===== src/rtl/usb_tx_pkg.sv =====
// Shared types and helpers for the tx_clk-domain USB TX path.
// Header byte layout: {MARK nibble, channel nibble}.
package usb_tx_pkg;

   localparam int         CH_W         = 4;
   localparam int         BYTE_W       = 8;
   localparam logic [3:0] MARK_DEFAULT = 4'hA;

   typedef enum logic [1:0] {
      IDLE,
      HDR0,
      HDR1,
      DATA
   } tx_state_e;

   function automatic logic [BYTE_W-1:0] hdr_byte(input logic [3:0] mark,
                                                  input logic [CH_W-1:0] ch);
      return {mark, ch};
   endfunction

endpackage


===== src/rtl/usb_tx_arbiter_if.sv =====
// Requester/bridge bundle around the TX arbiter; master is the arbiter side.
interface usb_tx_arbiter_if
   import usb_tx_pkg::*;
#(
   parameter int NCH = 4
);

   logic [NCH-1:0]        req_valid;
   logic [NCH-1:0]        req_ready;
   logic [BYTE_W*NCH-1:0] req_len;
   logic [NCH-1:0]        in_valid;
   logic [NCH-1:0]        in_ready;
   logic [BYTE_W*NCH-1:0] in_data;
   logic                  tx_valid;
   logic                  tx_ready;
   logic [BYTE_W-1:0]     tx_data;

   modport master (
      input  req_valid, req_len, in_valid, in_data, tx_ready,
      output req_ready, in_ready, tx_valid, tx_data
   );

   modport slave (
      output req_valid, req_len, in_valid, in_data, tx_ready,
      input  req_ready, in_ready, tx_valid, tx_data
   );

endinterface


===== src/rtl/rr_pick.sv =====
// Combinational round-robin picker: first set request above last_i, wrapping.
// Shared with the RX-side dispatcher.
module rr_pick
   import usb_tx_pkg::*;
#(
   parameter int NCH = 4
) (
   input  logic [NCH-1:0]  req_i,
   input  logic [CH_W-1:0] last_i,
   output logic [CH_W-1:0] grant_o,
   output logic            any_o
);

   int idx;

   // Scan from the far end back toward last_i+1 so the final hit wins.
   always_comb begin
      grant_o = '0;
      any_o   = 1'b0;
      idx     = 0;
      for (int k = NCH; k >= 1; k--) begin
         idx = int'(last_i) + k;
         if (idx >= NCH) idx = idx - NCH;
         if (req_i[idx]) begin
            grant_o = CH_W'(idx);
            any_o   = 1'b1;
         end
      end
   end

endmodule


===== src/rtl/usb_tx_arbiter.sv =====
// Packet-level round-robin arbiter framing NCH byte streams onto the single
// FTDI 245-FIFO TX port as {MARK,ch}, length-1, payload.
module usb_tx_arbiter
   import usb_tx_pkg::*;
#(
   parameter int         NCH  = 4,
   parameter logic [3:0] MARK = MARK_DEFAULT
) (
   input  logic             tx_clk,
   input  logic             rstn_async,
   usb_tx_arbiter_if.master bus,
   output logic             busy,
   output logic [CH_W-1:0]  cur_ch
);

   logic [1:0]        rst_sync_q;
   logic              rst_n;
   tx_state_e         state_q, state_d;
   logic [CH_W-1:0]   ch_q, ch_d;
   logic [CH_W-1:0]   last_q, last_d;
   logic [BYTE_W-1:0] cnt_q, cnt_d;
   logic              tx_valid_q, tx_valid_d;
   logic [BYTE_W-1:0] tx_data_q, tx_data_d;
   logic [CH_W-1:0]   gnt;
   logic              any_req;
   logic              slot;
   logic              sel_valid;
   logic [BYTE_W-1:0] sel_data;
   logic [BYTE_W-1:0] sel_len;

   // Assertion takes effect at once; release is retimed through two flops.
   always_ff @(posedge tx_clk or negedge rstn_async) begin
      if (!rstn_async) rst_sync_q <= 2'b00;
      else             rst_sync_q <= {rst_sync_q[0], 1'b1};
   end
   assign rst_n = rst_sync_q[1];

   rr_pick #(.NCH(NCH)) u_pick (
      .req_i   (bus.req_valid),
      .last_i  (last_q),
      .grant_o (gnt),
      .any_o   (any_req)
   );

   assign slot = ~tx_valid_q | bus.tx_ready;

   always_comb begin
      sel_valid = 1'b0;
      sel_data  = '0;
      sel_len   = '0;
      for (int i = 0; i < NCH; i++) begin
         if (ch_q == CH_W'(i)) begin
            sel_valid = bus.in_valid[i];
            sel_data  = bus.in_data[BYTE_W*i +: BYTE_W];
         end
         if (gnt == CH_W'(i)) sel_len = bus.req_len[BYTE_W*i +: BYTE_W];
      end
   end

   // Handshakes are combinational so a descriptor or byte moves in one cycle.
   always_comb begin
      bus.req_ready = '0;
      bus.in_ready  = '0;
      for (int i = 0; i < NCH; i++) begin
         if (rst_n && (state_q == IDLE) && any_req && (gnt == CH_W'(i)))
            bus.req_ready[i] = 1'b1;
         if ((state_q == DATA) && slot && (ch_q == CH_W'(i)))
            bus.in_ready[i] = 1'b1;
      end
   end

   always_ff @(posedge tx_clk or negedge rst_n) begin
      if (!rst_n) begin
         state_q    <= IDLE;
         ch_q       <= '0;
         last_q     <= CH_W'(NCH - 1);
         cnt_q      <= '0;
         tx_valid_q <= 1'b0;
         tx_data_q  <= '0;
      end else begin
         state_q    <= state_d;
         ch_q       <= ch_d;
         last_q     <= last_d;
         cnt_q      <= cnt_d;
         tx_valid_q <= tx_valid_d;
         tx_data_q  <= tx_data_d;
      end
   end

   always_comb begin
      state_d    = state_q;
      ch_d       = ch_q;
      last_d     = last_q;
      cnt_d      = cnt_q;
      tx_valid_d = tx_valid_q & ~bus.tx_ready;
      tx_data_d  = tx_data_q;
      case (state_q)
         IDLE: begin
            if (any_req) begin
               ch_d    = gnt;
               last_d  = gnt;
               cnt_d   = sel_len;
               state_d = HDR0;
            end
         end
         HDR0: begin
            if (slot) begin
               tx_valid_d = 1'b1;
               tx_data_d  = hdr_byte(MARK, ch_q);
               state_d    = HDR1;
            end
         end
         HDR1: begin
            if (slot) begin
               tx_valid_d = 1'b1;
               tx_data_d  = cnt_q;
               state_d    = DATA;
            end
         end
         DATA: begin
            // cnt counts remaining bytes minus one, so zero marks the last byte.
            if (slot && sel_valid) begin
               tx_valid_d = 1'b1;
               tx_data_d  = sel_data;
               if (cnt_q == '0) state_d = IDLE;
               else             cnt_d   = cnt_q - 1'b1;
            end
         end
         default: state_d = IDLE;
      endcase
   end

   assign bus.tx_valid = tx_valid_q;
   assign bus.tx_data  = tx_data_q;
   assign busy         = (state_q != IDLE);
   assign cur_ch       = ch_q;

endmodule


===== src/flat_wrapper.sv =====
// flat-port wrapper written by rule: the top's interface ports become plain ports
module usb_tx_arbiter_flat import usb_tx_pkg::*;
#(
   parameter int         NCH  = 4,
   parameter logic [3:0] MARK = MARK_DEFAULT
)
  (tx_clk, rstn_async, busy, cur_ch, bus_req_valid, bus_req_len, bus_in_valid, bus_in_data, bus_tx_ready, bus_req_ready, bus_in_ready, bus_tx_valid, bus_tx_data);
  usb_tx_arbiter_if #(.NCH(NCH)) bus_i ();
  input  logic tx_clk;
  input  logic rstn_async;
  output logic busy;
  output logic [CH_W-1:0] cur_ch;
  input wire logic [$bits(bus_i.req_valid)-1:0] bus_req_valid;
  input wire logic [$bits(bus_i.req_len)-1:0] bus_req_len;
  input wire logic [$bits(bus_i.in_valid)-1:0] bus_in_valid;
  input wire logic [$bits(bus_i.in_data)-1:0] bus_in_data;
  input wire logic [$bits(bus_i.tx_ready)-1:0] bus_tx_ready;
  output wire logic [$bits(bus_i.req_ready)-1:0] bus_req_ready;
  output wire logic [$bits(bus_i.in_ready)-1:0] bus_in_ready;
  output wire logic [$bits(bus_i.tx_valid)-1:0] bus_tx_valid;
  output wire logic [$bits(bus_i.tx_data)-1:0] bus_tx_data;
  assign bus_i.req_valid = bus_req_valid;
  assign bus_i.req_len = bus_req_len;
  assign bus_i.in_valid = bus_in_valid;
  assign bus_i.in_data = bus_in_data;
  assign bus_i.tx_ready = bus_tx_ready;
  assign bus_req_ready = bus_i.req_ready;
  assign bus_in_ready = bus_i.in_ready;
  assign bus_tx_valid = bus_i.tx_valid;
  assign bus_tx_data = bus_i.tx_data;
  usb_tx_arbiter #(.NCH(NCH), .MARK(MARK)) u_core (.tx_clk(tx_clk), .rstn_async(rstn_async), .bus(bus_i), .busy(busy), .cur_ch(cur_ch));
endmodule

===== config.mk =====
export PLATFORM = sky130hd
export DESIGN_NAME = usb_tx_arbiter_flat
export DESIGN_NICKNAME = d
export VERILOG_FILES = /design/src/rtl/usb_tx_pkg.sv /design/src/rtl/usb_tx_arbiter_if.sv /design/src/rtl/rr_pick.sv /design/src/rtl/usb_tx_arbiter.sv /design/src/flat_wrapper.sv
export SDC_FILE = /design/constraint.sdc
export NUM_CORES = 1
export LEC_CHECK = 0
export ABC_AREA = 0
export ABC_CLOCK_PERIOD_IN_PS = 6500
export CORE_MARGIN = 10
export CORE_UTILIZATION = 51
export CTS_CLUSTER_DIAMETER = 50
export DETAILED_ROUTE_END_ITERATION = 16
export PLACE_DENSITY = 0.87
export SLEW_MARGIN = 20
export SYNTH_ARGS = -nofsm -noshare
export SYNTH_HDL_FRONTEND = slang
export SYNTH_SLANG_ARGS = --single-unit

===== constraint.sdc =====
create_clock -name tx_clk -period 6.5 [get_ports tx_clk]
set_clock_uncertainty 0.15 [all_clocks]
set_input_delay 1.3 -clock tx_clk [delete_from_list [all_inputs] [get_ports tx_clk]]
set_output_delay 1.3 -clock tx_clk [all_outputs]
set_load 0.02 [all_outputs]

* Word level (Yosys, flattened, before mapping)
Cells that the tools add are included.
** Operators by class
- Add/sub/neg operators :: 9
- Multipliers :: 0
- Div/mod/pow operators :: 0
- $lt $le $gt $ge :: 8
- Eq/ne operators :: 15
- Shifts and indexed selects :: 0
- Muxes and demuxes :: 61
- Bitwise logic cells :: 4
- Reductions and logical operators :: 24
** Operators with widths (number)
- < comparator 32 x 4 -> 1 bit, second input constant :: 4
- two-way mux 32 bit :: 4
- two-way mux 8 bit :: 14
- greater-or-equal comparator 32 x 4 -> 1 bit, second input constant :: 1
- subtractor 32 x 4 -> 32 bit, second input constant :: 1
- two-way mux 1 bit :: 26
- case mux 8 bit (3 select lines) :: 1
- subtractor 5 x 3 -> 6 bit, second input constant :: 3
- == test 4 x 2 -> 1 bit, second input constant :: 4
- two-way mux 4 bit :: 4
- case mux 8 bit (2 select lines) :: 1
- greater-or-equal comparator 5 x 3 -> 1 bit, second input constant :: 3
- logical AND 1 bit :: 12
- adder 4 x 2 -> 5 bit, second input constant :: 2
- two-way mux 2 bit :: 5
- binary-select mux 1 bit (select 2 bit) :: 4
- == test 4 x 1 -> 1 bit, second input constant :: 2
- zero test 4 bit :: 2
- zero test 8 bit :: 1
- case mux 2 bit (4 select lines) :: 1
- AND reduction 4 bit :: 2
- subtractor 8 x 1 -> 8 bit, second input constant :: 1
- != test 2 x 1 -> 1 bit, second input constant :: 3
- != test 2 bit, second input constant :: 3
- 14 further kinds :: 17
** Storage, ports and cells
- Flip-flop bits (word level) :: 29
- Bits in latches :: 0
- Memory bits (writable) :: 0
- Memory bits (read-only) :: 0
- Bits of input ports :: 75
- Output and inout port bits :: 22
- Logic and storage cells :: 128
- Memories kept :: 0

* Logic depth before layout (Yosys ltp)
Gate-level depths: netlist of the first run.
- Depth in word-level cells :: 17
- Depth in mapped cells :: 13
- Depth with buffers taken out :: 11

* Hierarchy
Synthesis of the first run repeated with hierarchy kept, for this count alone.
** Unflattened totals
- Cells, all modules :: 301
- Area, all modules :: 2777.7 um2
** Modules (own cells, without submodules)
- usb_tx_arbiter :: instances 1, cells each 218, area an instance 2083.2 um2, seq. area each 678.2 um2
- rr_pick :: instances 1, cells each 83, area an instance 694.4 um2, seq. area each 0.0 um2

* Least setup slack after synthesis of the first run
Ideal clock, no wire load.
- Path type :: input to output
- Start point :: input bus_req_valid[0]
- End point :: output bus_req_ready[1]
- Arrival :: 3.404 ns
- Data required time :: 5.050 ns
- Setup slack :: 1.646 ns
- Cell stages on the path :: 7
- Buffers on the path :: 1
- Path through :: mux4_1 > nor2_1 > o311ai_0 > a21oi_1 > o221ai_1 > clkbuf_1 > nor4_1
** On the way
- Word-level cells in the longest chain between the ends :: 10
- Elaborated cells on any way between the ends :: 24
- Classes of those cells :: eq/ne: 1; mux: 21; reduce/logical: 2
** RTL lines
- from (decl) :: line flat_wrapper.sv:13 : input wire logic [$bits(bus_i.req_valid)-1:0] bus_req_valid;
- binary-select mux 1 bit (select 2 bit) :: line rr_pick.sv:24 : if (req_i[idx]) begin
- two-way mux 1 bit (implied by the code) (2 in series) :: line rr_pick.sv:24
- two-way mux 4 bit or two-way mux 1 bit (tied branches) (4 in series) :: line rr_pick.sv:24
- == test 4 x 1 -> 1 bit or logical AND 1 bit (tied branches) :: line usb_tx_arbiter.sv:65 : if (rst_n && (state_q == IDLE) && any_req && (gnt == CH_W'(i)))
- logical AND 1 bit * :: line usb_tx_arbiter.sv:65
- two-way mux 1 bit * :: line usb_tx_arbiter.sv:65
- to (decl) :: line flat_wrapper.sv:18 : output wire logic [$bits(bus_i.req_ready)-1:0] bus_req_ready;
Mark *: on every way between the ends. The rest lies on a longest branch, timed or not. The select of a mux whose other input is x is not followed.

* Final worst setup path of the first run
- Start point :: input bus_req_valid[0]
- End point :: output bus_req_ready[3]
** On the way
- Word-level cells in the longest chain between the ends :: 10
- Elaborated cells on any way between the ends :: 24
- Classes of those cells :: eq/ne: 1; mux: 21; reduce/logical: 2
** RTL lines (line)
- binary-select mux 1 bit (select 2 bit) :: rr_pick.sv:24
- two-way mux 1 bit (implied by the code) (2 in series) :: rr_pick.sv:24
- two-way mux 4 bit or two-way mux 1 bit (tied branches) (4 in series) :: rr_pick.sv:24
- == test 4 x 2 -> 1 bit or logical AND 1 bit (tied branches) :: usb_tx_arbiter.sv:65
- logical AND 1 bit * :: usb_tx_arbiter.sv:65
- two-way mux 1 bit * :: usb_tx_arbiter.sv:65
Marks and branches as above.

==> results of run 1 <==
## final cells by class
class	instances	area (um2)
Multi-Input combinational cell	283	2160
Sequential cell	27	678
Inverter	19	71.3
Timing Repair Buffer	102	1010
Fill cell	457	1560
Clock buffer	4	45.0
Tap cell	72	90.1
## cells by family (layout without fill, tap and decap cells)
| kind of cell | Yosys count | after routing | share of synthesized area (%) |
|---|---|---|---|
| and+or+nand+nor | 98 | 98 | 16.2 |
| adders and majority gates | 25 | 25 | 10.4 |
| AOI/OAI and AO/OA | 105 | 105 | 24.3 |
| DFF | 27 | 27 | 22.5 |
| xor gates and xnor gates | 10 | 10 | 2.91 |
| other | 1 | 1 | 0.125 |
| muxes | 44 | 44 | 17.7 |
| buffers and inverters | 41 | 125 | 5.90 |
## cells in the mapped netlist (3+ instances only)
library cell  count
a21oi_1          26
dfrtp_1          25
ha_1             25
mux2i_1          24
nor2_1           24
nand2_1          23
inv_1            19
clkbuf_1         13
mux2_2           13
o21ai_0          13
a31oi_1           9
xnor2_1           9
nand2b_1          8
nor3_1            8
a211oi_1          6
nand3_1           6
nand4_1           6
a311oi_1          5
and2_1            5
nor4_1            5
o21ai_1           5
o31ai_1           5
buf_2             4
o221ai_1          4
and3_1            3
buf_4             3
mux4_2            3
o211ai_1          3
o22ai_1           3
## through the flow
| stage | instance area, um2 | cells | worst slack, ns |
|---|---|---|---|
| global placement | 4000 | 503 | 0.896 |
| CTS | 4050 | 507 | 0.760 |
| global route | 4050 | 507 | 0.548 |
| detailed placement | 4000 | 503 | 0.807 |
| finish | 4050 | 507 | 0.740 |
| floorplan | 3010 | 351 | 1.65 |
## registers in the layout, indices dropped and copies added, names as in the netlist
register             count
u_core.bus.tx_data       8
u_core.cnt_q             8
u_core.last_q            4
u_core.cur_ch            2
u_core.rst_sync_q        2
u_core.state_q           2
u_core.bus.tx_valid      1
## critical path: stages
cell	delay, ns
clkdlybuf4s50_1	0.52
mux4_1	0.69
nor2_1	0.18
o311ai_0	0.16
a21oi_1	0.20
o221ai_1	0.13
buf_4	0.21
nor4_1	0.25
clkdlybuf4s50_1	0.67
## worst paths after layout
path,from,cells past startpoint,endpoint,slack (ns)
max,bus_req_valid[0],9,bus_req_ready[3],0.74
min,u_core.rst_sync_q[1],1,u_core.cnt_q[4],0.09
max reg2reg,u_core.last_q[0],8,u_core.cnt_q[0],3.02
min reg2reg,u_core.rst_sync_q[1],1,u_core.cnt_q[4],0.09
max in group asynchronous,rstn_async,1,u_core.rst_sync_q[1],5.06
min in group tx_clk,u_core.rst_sync_q[0],0,u_core.rst_sync_q[1],0.21
## metal layers
layer  up-vias  GRT usage (%)
met5         -              0
met1      1433           24.9
met4         0           3.38
met3         4           4.40
li1       1483              -
met2       146           29.4
## where the power goes
part,internal [mW],total [mW],switching [mW],leakage [nW]
Clock,0.0439,0.0950,0.0511,0.0228
Combinational,0.709,1.57,0.865,1.31
Sequential,0.256,0.393,0.136,0.309
Total,1.01,2.06,1.05,1.65
==> summary.md, run 1 <==
| Metric | Value |
|---|---|
| Crit Path Class | `input port to primary output` |
| Most common cell after layout, fill and taps aside | `clkdlybuf4s50_1` |
| Gr usage total | `a little under a fifth` |
| CTS buffer count | `3` |
| Max H-tree Level | `1` |
| Starting Density | `between 50% and 60%` |
| Layout cells sized above 1 | `between 8 and 9%` |
| # setup viols final | `0` |
| Commonest non-fill, non-tap cells in the layout | `96 x clkdlybuf4s50_1, 26 x a21oi_1, 25 x ha_1, 25 x dfrtp_1` |
| Worst-Skew Late Latency | `about 0.27 ns` |
| Crit path DAT | `4.31 ns` |
| Max-cap violations | `0` |
| VDD IR max | `approximately 0.0003 V` |
| I/O pin cnt | `97` |
| Initial DRC Count | `approximately 260` |
| Post-synth EDFFs | `0` |
| TritonCTS clock tree | `done` |
| Synth area leader | `dfrtp_1` |
| Required @ worst endpoint | `~5 ns` |
| Crit end category | `primary output` |
| Clock Pin Slew Worst Setup and Hold Paths | `0.09 ns` |
| Nets | `about 540` |
| Input/output buffers | `96` |
| Pleak | `roughly 1.6 nW` |
| Post-Syn Area | `3010 um2` |
| Gate count of the mapped netlist | `351` |
| Core ar. | `5610 um2` |
| Hold slack | `0.0857 ns` |
| Fraction of the yosys area taken by sequential cells | `22.5%` |
| DRT Pass-1 Iters | `6` |
| FFs w/ async S/R, synth | `100%` |
| Synth Register Bits | `27` |
| Power Dens Cells | `between 500 and 600 nW/um2` |
| WL met1 | `around 4200 um` |
| Tightest Hold Check Type | `flip-flop to async pin` |
| FP Rows | `27` |
| Avg WL per Cell | `17.9 um` |
| Post-CTS sizing | `0` |
| Share of the synthesized area in the top cell type | `roughly 21%` |
| Sink Count | `27` |
| Cts hold-fix bufs | `0` |
| Number of diodes | `0` |
| Die Width | `just under 100 um` |
| Max-slew violations | `0` |
| Initial antenna violation count | `0` |
| CP max FO | `12` |
| Post-CTS setup buffer count | `0` |
| Vias in the first global route | `approximately 3000` |
| Post-synthesis net count | `around 450` |
| Die H | `96.8 um` |
| Met2 wire length | `about 4000 um` |
| Number of distinct library cells after synthesis | `65` |
| Final hold viol count | `0` |
| Max layer used | `met4` |
| DRC errors left | `0` |
| Outcome | `completed` |
| Synth Area per Inst | `around 8.6 um2` |
| Die area | `9380 um2` |
| WL final | `approximately 9100 um` |
| Grt ovf | `0` |
| Synth warn | `0` |
| Fin crit share | `between 80 and 90%` |
| Largest net degree at the start of global routing | `28` |
| CTS max path bufs | `2` |
| Via Count | `~3000` |
| Minimum clock period | `about 5.8 ns` |
| CTS Root Cell | `clkbuf_8` |
| Most area-consuming cells after synthesis | `dfrtp_1 21%, ha_1 10%, mux2i_1 8.0%, mux2_2 4.9%, a21oi_1 4.3%` |
| Slew @ Worst Pin | `around 1.1 ns` |
| Unrepaired setup endpoints after global routing | `no` |
| Area delta synth->final | `34.5%` |
| Primary FF master, synth | `dfrtp_1` |
| Startpoint Class | `input port` |
| Post-layout util | `between 70% and 80%` |
| Slew headroom | `slightly below 30%` |
| First-pass GRT wire length | `15100 um` |
| Met3 WL | `just under 800 um` |
| DP HPWL | `7270 um` |
| Total Power | `2.06 mW` |
| RePlAce Congestion | `approximately 0.89` |
| FMAX | `about 170 MHz` |
| Total negative setup slack | `0 ns` |
| Final ANT Viol Nets | `0` |
| Via density | `~6` |
(Power assumes the default switching activity.)
==> inputs of run 2 (changes only) <==
--- a/config.mk
+++ b/config.mk
@@ -8,11 +8,12 @@
 export ABC_AREA = 0
 export ABC_CLOCK_PERIOD_IN_PS = 6500
 export CORE_MARGIN = 10
-export CORE_UTILIZATION = 51
+export CORE_UTILIZATION = 50
 export CTS_CLUSTER_DIAMETER = 50
 export DETAILED_ROUTE_END_ITERATION = 16
 export PLACE_DENSITY = 0.87
 export SLEW_MARGIN = 20
 export SYNTH_ARGS = -nofsm -noshare
 export SYNTH_HDL_FRONTEND = slang
+export SYNTH_HIERARCHICAL = 1
 export SYNTH_SLANG_ARGS = --single-unit
==> summary.md, run 2 <==
| Metric | Value |
|---|---|
| WL final | `8280 um (-8.8%)` |
| Most common cell after layout, fill and taps aside | `clkdlybuf4s50_1` |
| Core ar. | `5440 um2 (-3.0%)` |
| Sink Count | `27 (unchanged)` |
| Minimum clock period | `5.69 ns (-0.0659 ns)` |
| Most area-consuming cells after synthesis | `dfrtp_1 23%, ha_1 9.9%, mux2_2 9.3%, mux4_2 8.9%, o21ai_0 3.6%` |
| Crit path largest cell delay | `0.55 ns (-0.14 ns)` |
| Starting Density | `51.1% (-2.6 points)` |
| Tightest Hold Check Type | `flip-flop to async pin` |
| CTS Root Cell | `clkbuf_8` |
| Crit end category | `primary output` |
| Die Width | `94.5 um (-2.4%)` |
| Reg-to-reg endpoint | `u_core/cnt_q[6]` |
| Outcome | `completed` |
| CTS buffer count | `3 (unchanged)` |
| Number of distinct library cells after synthesis | `54 (-17%)` |
| Die area | `8940 um2 (-4.7%)` |
| Reg2reg path depth | `13 (+5)` |
| Gr usage total | `18.0% (-0.56 points)` |
| Power Dens Cells | `509 nW/um2 (about the same)` |
| # setup viols final | `0 (unchanged)` |
| Vias in the first global route | `2818 (-6.9%)` |
| Total negative setup slack | `0 ns (unchanged)` |
| R2R Setup Slk | `2.64 ns (-0.38 ns)` |
| Share of the synthesized area in the top cell type | `22.5% (+1.7 points)` |
| DRT Pass-1 Iters | `5 (-1)` |
| Final hold viol count | `0 (unchanged)` |
| Input/output buffers | `96 (unchanged)` |
| Post-CTS setup buffer count | `0 (unchanged)` |
| Gate count of the mapped netlist | `301 (-14%)` |
| Synth Area per Inst | `9.23 um2 (+7.6%)` |
| Number of diodes | `0 (unchanged)` |
| FFs w/ async S/R, synth | `100% (unchanged)` |
| Die H | `94.5 um (-2.4%)` |
| Max-cap violations | `0 (unchanged)` |
| Layout cells sized above 1 | `13.1% (+4.9 points)` |
| Via Count | `2767 (-9.8%)` |
| Fillers | `424 (-7.2%)` |
| Avg WL per Cell | `18.0 um (+0.53%)` |
| Synth Register Bits | `27 (unchanged)` |
| Post-CTS sizing | `0 (unchanged)` |
| Crit path DAT | `4.24 ns (-0.07 ns)` |
| Synth cell count leaders | `25 x dfrtp_1, 23 x mux2_2, 22 x ha_1, 20 x o21ai_0` |
| Slew @ Worst Pin | `0.923 ns (-0.145 ns)` |
| Nets | `486 (-9.3%)` |
| Fin crit share | `87.6% (-1.0 points)` |
| Most common cell in the netlist | `dfrtp_1` |
| Synth area leader | `dfrtp_1` |
| Max-slew violations | `0 (unchanged)` |
| Post-synthesis net count | `398 (-12%)` |
| Post-synth EDFFs | `0 (unchanged)` |
| Post-Syn Area | `2780 um2 (-7.7%)` |
| Hold slack | `0.102 ns (+0.0161 ns)` |
| CTS max path bufs | `2 (unchanged)` |
| Slowest CP cell | `clkdlybuf4s50_1` |
| RePlAce Congestion | `0.822 (-7.3%)` |
| Final ANT Viol Nets | `0 (unchanged)` |
| FP Rows | `27 (unchanged)` |
| Primary FF master, synth | `dfrtp_1` |
| Largest net degree at the start of global routing | `28 (unchanged)` |
| Commonest non-fill, non-tap cells in the layout | `96 x clkdlybuf4s50_1, 25 x dfrtp_1, 23 x mux2_2, 22 x ha_1, 20 x o21ai_0` |
| I/O pin cnt | `97 (unchanged)` |
| Unrepaired setup endpoints after global routing | `no` |
| Initial antenna violation count | `0 (unchanged)` |
| Required @ worst endpoint | `5.05 ns (about the same)` |
| Synth warn | `6 (+6)` |
| Pleak | `1.55 nW (-5.5%)` |
| Clock Pin Slew Worst Setup and Hold Paths | `0.10 ns (about the same)` |
| Cts hold-fix bufs | `0 (unchanged)` |
| CP max FO | `7 (-5)` |
| Grt ovf | `0 (unchanged)` |
| TritonCTS clock tree | `done` |
| Initial DRC Count | `302 (+18%)` |
| Crit Path Class | `input port to primary output` |
| First-pass GRT wire length | `13200 um (-12%)` |
| Fraction of the yosys area taken by sequential cells | `24.4% (+1.9 points)` |
| DRC errors left | `0 (unchanged)` |
| FMAX | `176 MHz (+1.2%)` |
| Max H-tree Level | `1 (unchanged)` |
| Via density | `6.02 (-0.53%)` |
| Worst-Skew Late Latency | `0.29 ns (+0.02 ns)` |
| Startpoint Class | `input port` |
| DP HPWL | `6670 um (-8.3%)` |
| FF-to-FF Start | `u_core/last_q[0]` |
| Crit path cell chain | `clkdlybuf4s50_1 -> mux4_1 -> or3b_1 -> mux2_2 -> a221o_1 -> a22oi_2 -> nor2_1 -> nand3_1 -> nor2_1 -> clkdlybuf4s50_1` |
| Slew headroom | `38.5% (+9.6 points)` |
| Area delta synth->final | `38.0%` |
| VDD IR max | `0.000324 V (+10%)` |
==> run 2: cell count changes in the layout (fill, tap and decap cells not counted), moves of 7 or more <==
cell | before | now
o21ai_0 | 12 | 20
nor2_1 | 24 | 17
mux2i_1 | 24 | 8
mux4_2 | 3 | 11
mux2_2 | 13 | 23
nand2_1 | 23 | 16
a31oi_1 | 9 | 1
a21oi_1 | 26 | 19
==> run 2: worst max path at each step <==
stage                           from          endpoint
global placement    bus_req_valid[2]  bus_req_ready[2]
finish              bus_req_valid[2]  bus_req_ready[2]
floorplan           bus_req_valid[0]  bus_req_ready[1]
detailed placement  bus_req_valid[2]  bus_req_ready[3]
CTS                 bus_req_valid[2]  bus_req_ready[3]
global route        u_core/last_q[0]  bus_req_ready[1]
==> run 2: routing by layer <==
layer	wire length, um	up-vias	GRT usage, %
met2	3840	140	29.5
met5	0	-	0
met4	101	0	4.11
met3	800	11	5.15
met1	3530	1316	22.8
li1	-	1300	-
==> run 2: cells by family (layout without fill, tap and decap cells) <==
group,count (synthesis),in the layout,share of synthesized area (%)
adders and majority gates,22,22,9.91
muxes,45,45,23.4
other,1,1,0.135
DFF,27,27,24.4
AOI/OAI and AO/OA,78,78,18.2
xor gates and xnor gates,8,8,2.52
buffers and inverters,36,123,5.36
and+or+nand+nor,84,84,16.1
==> run 2: where the power goes <==
group / leakage, nW / internal [mW] / switching [mW]
Clock: 0.0255 / 0.0432 / 0.0568
Combinational: 1.20 / 0.702 / 0.762
Sequential: 0.327 / 0.249 / 0.138
Total: 1.55 / 0.995 / 0.957
==> run 2: layout make-up <==
type	instances	area (um2)	share of cell area, %
Clock buffer	3	41.3	1.08
Clock inverter	1	5.00	0.131
Inverter	19	71.3	1.86
Multi-Input combinational cell	238	1960	51.0
Sequential cell	27	678	17.7
Tap cell	72	90.1	2.35
Timing Repair Buffer	100	991	25.9
==> run 2: stage by stage <==
| stage | area [um2] | cells | setup WS, ns | util [%] | power (mW) |
|---|---|---|---|---|---|
| 2_1_floorplan | 2780 | 301 | 1.56 | - | 1.45 |
| 3_3_place_gp | 3790 | 456 | 0.924 | 69.6 | 1.77 |
| 4_1_cts | 3830 | 460 | 0.808 | 70.5 | 1.94 |
| 6_report | 3830 | 460 | 0.806 | 70.5 | 1.95 |
| 3_5_place_dp | 3790 | 456 | 0.823 | 69.6 | 1.84 |
| 5_1_grt | 3830 | 460 | 0.483 | 70.5 | 2.12 |
==> run 2: critical path: cells and delay by family <==
kind | cells | cell delay, ns
buffers and inverters | 2 | 1.09
AND/OR/NAND/NOR | 4 | 0.70
AO/OA/AOI/OAI | 2 | 0.61
multiplexers | 2 | 0.55
==> inputs of run 3 (changes only) <==
--- a/config.mk
+++ b/config.mk
@@ -10,6 +10,7 @@
 export CORE_MARGIN = 10
 export CORE_UTILIZATION = 50
 export CTS_CLUSTER_DIAMETER = 50
+export CTS_CLUSTER_SIZE = 24
 export DETAILED_ROUTE_END_ITERATION = 16
 export PLACE_DENSITY = 0.87
 export SLEW_MARGIN = 20
==> results of run 3 <==
No change in the layout: final DEF, timing and power equal those of run 2.
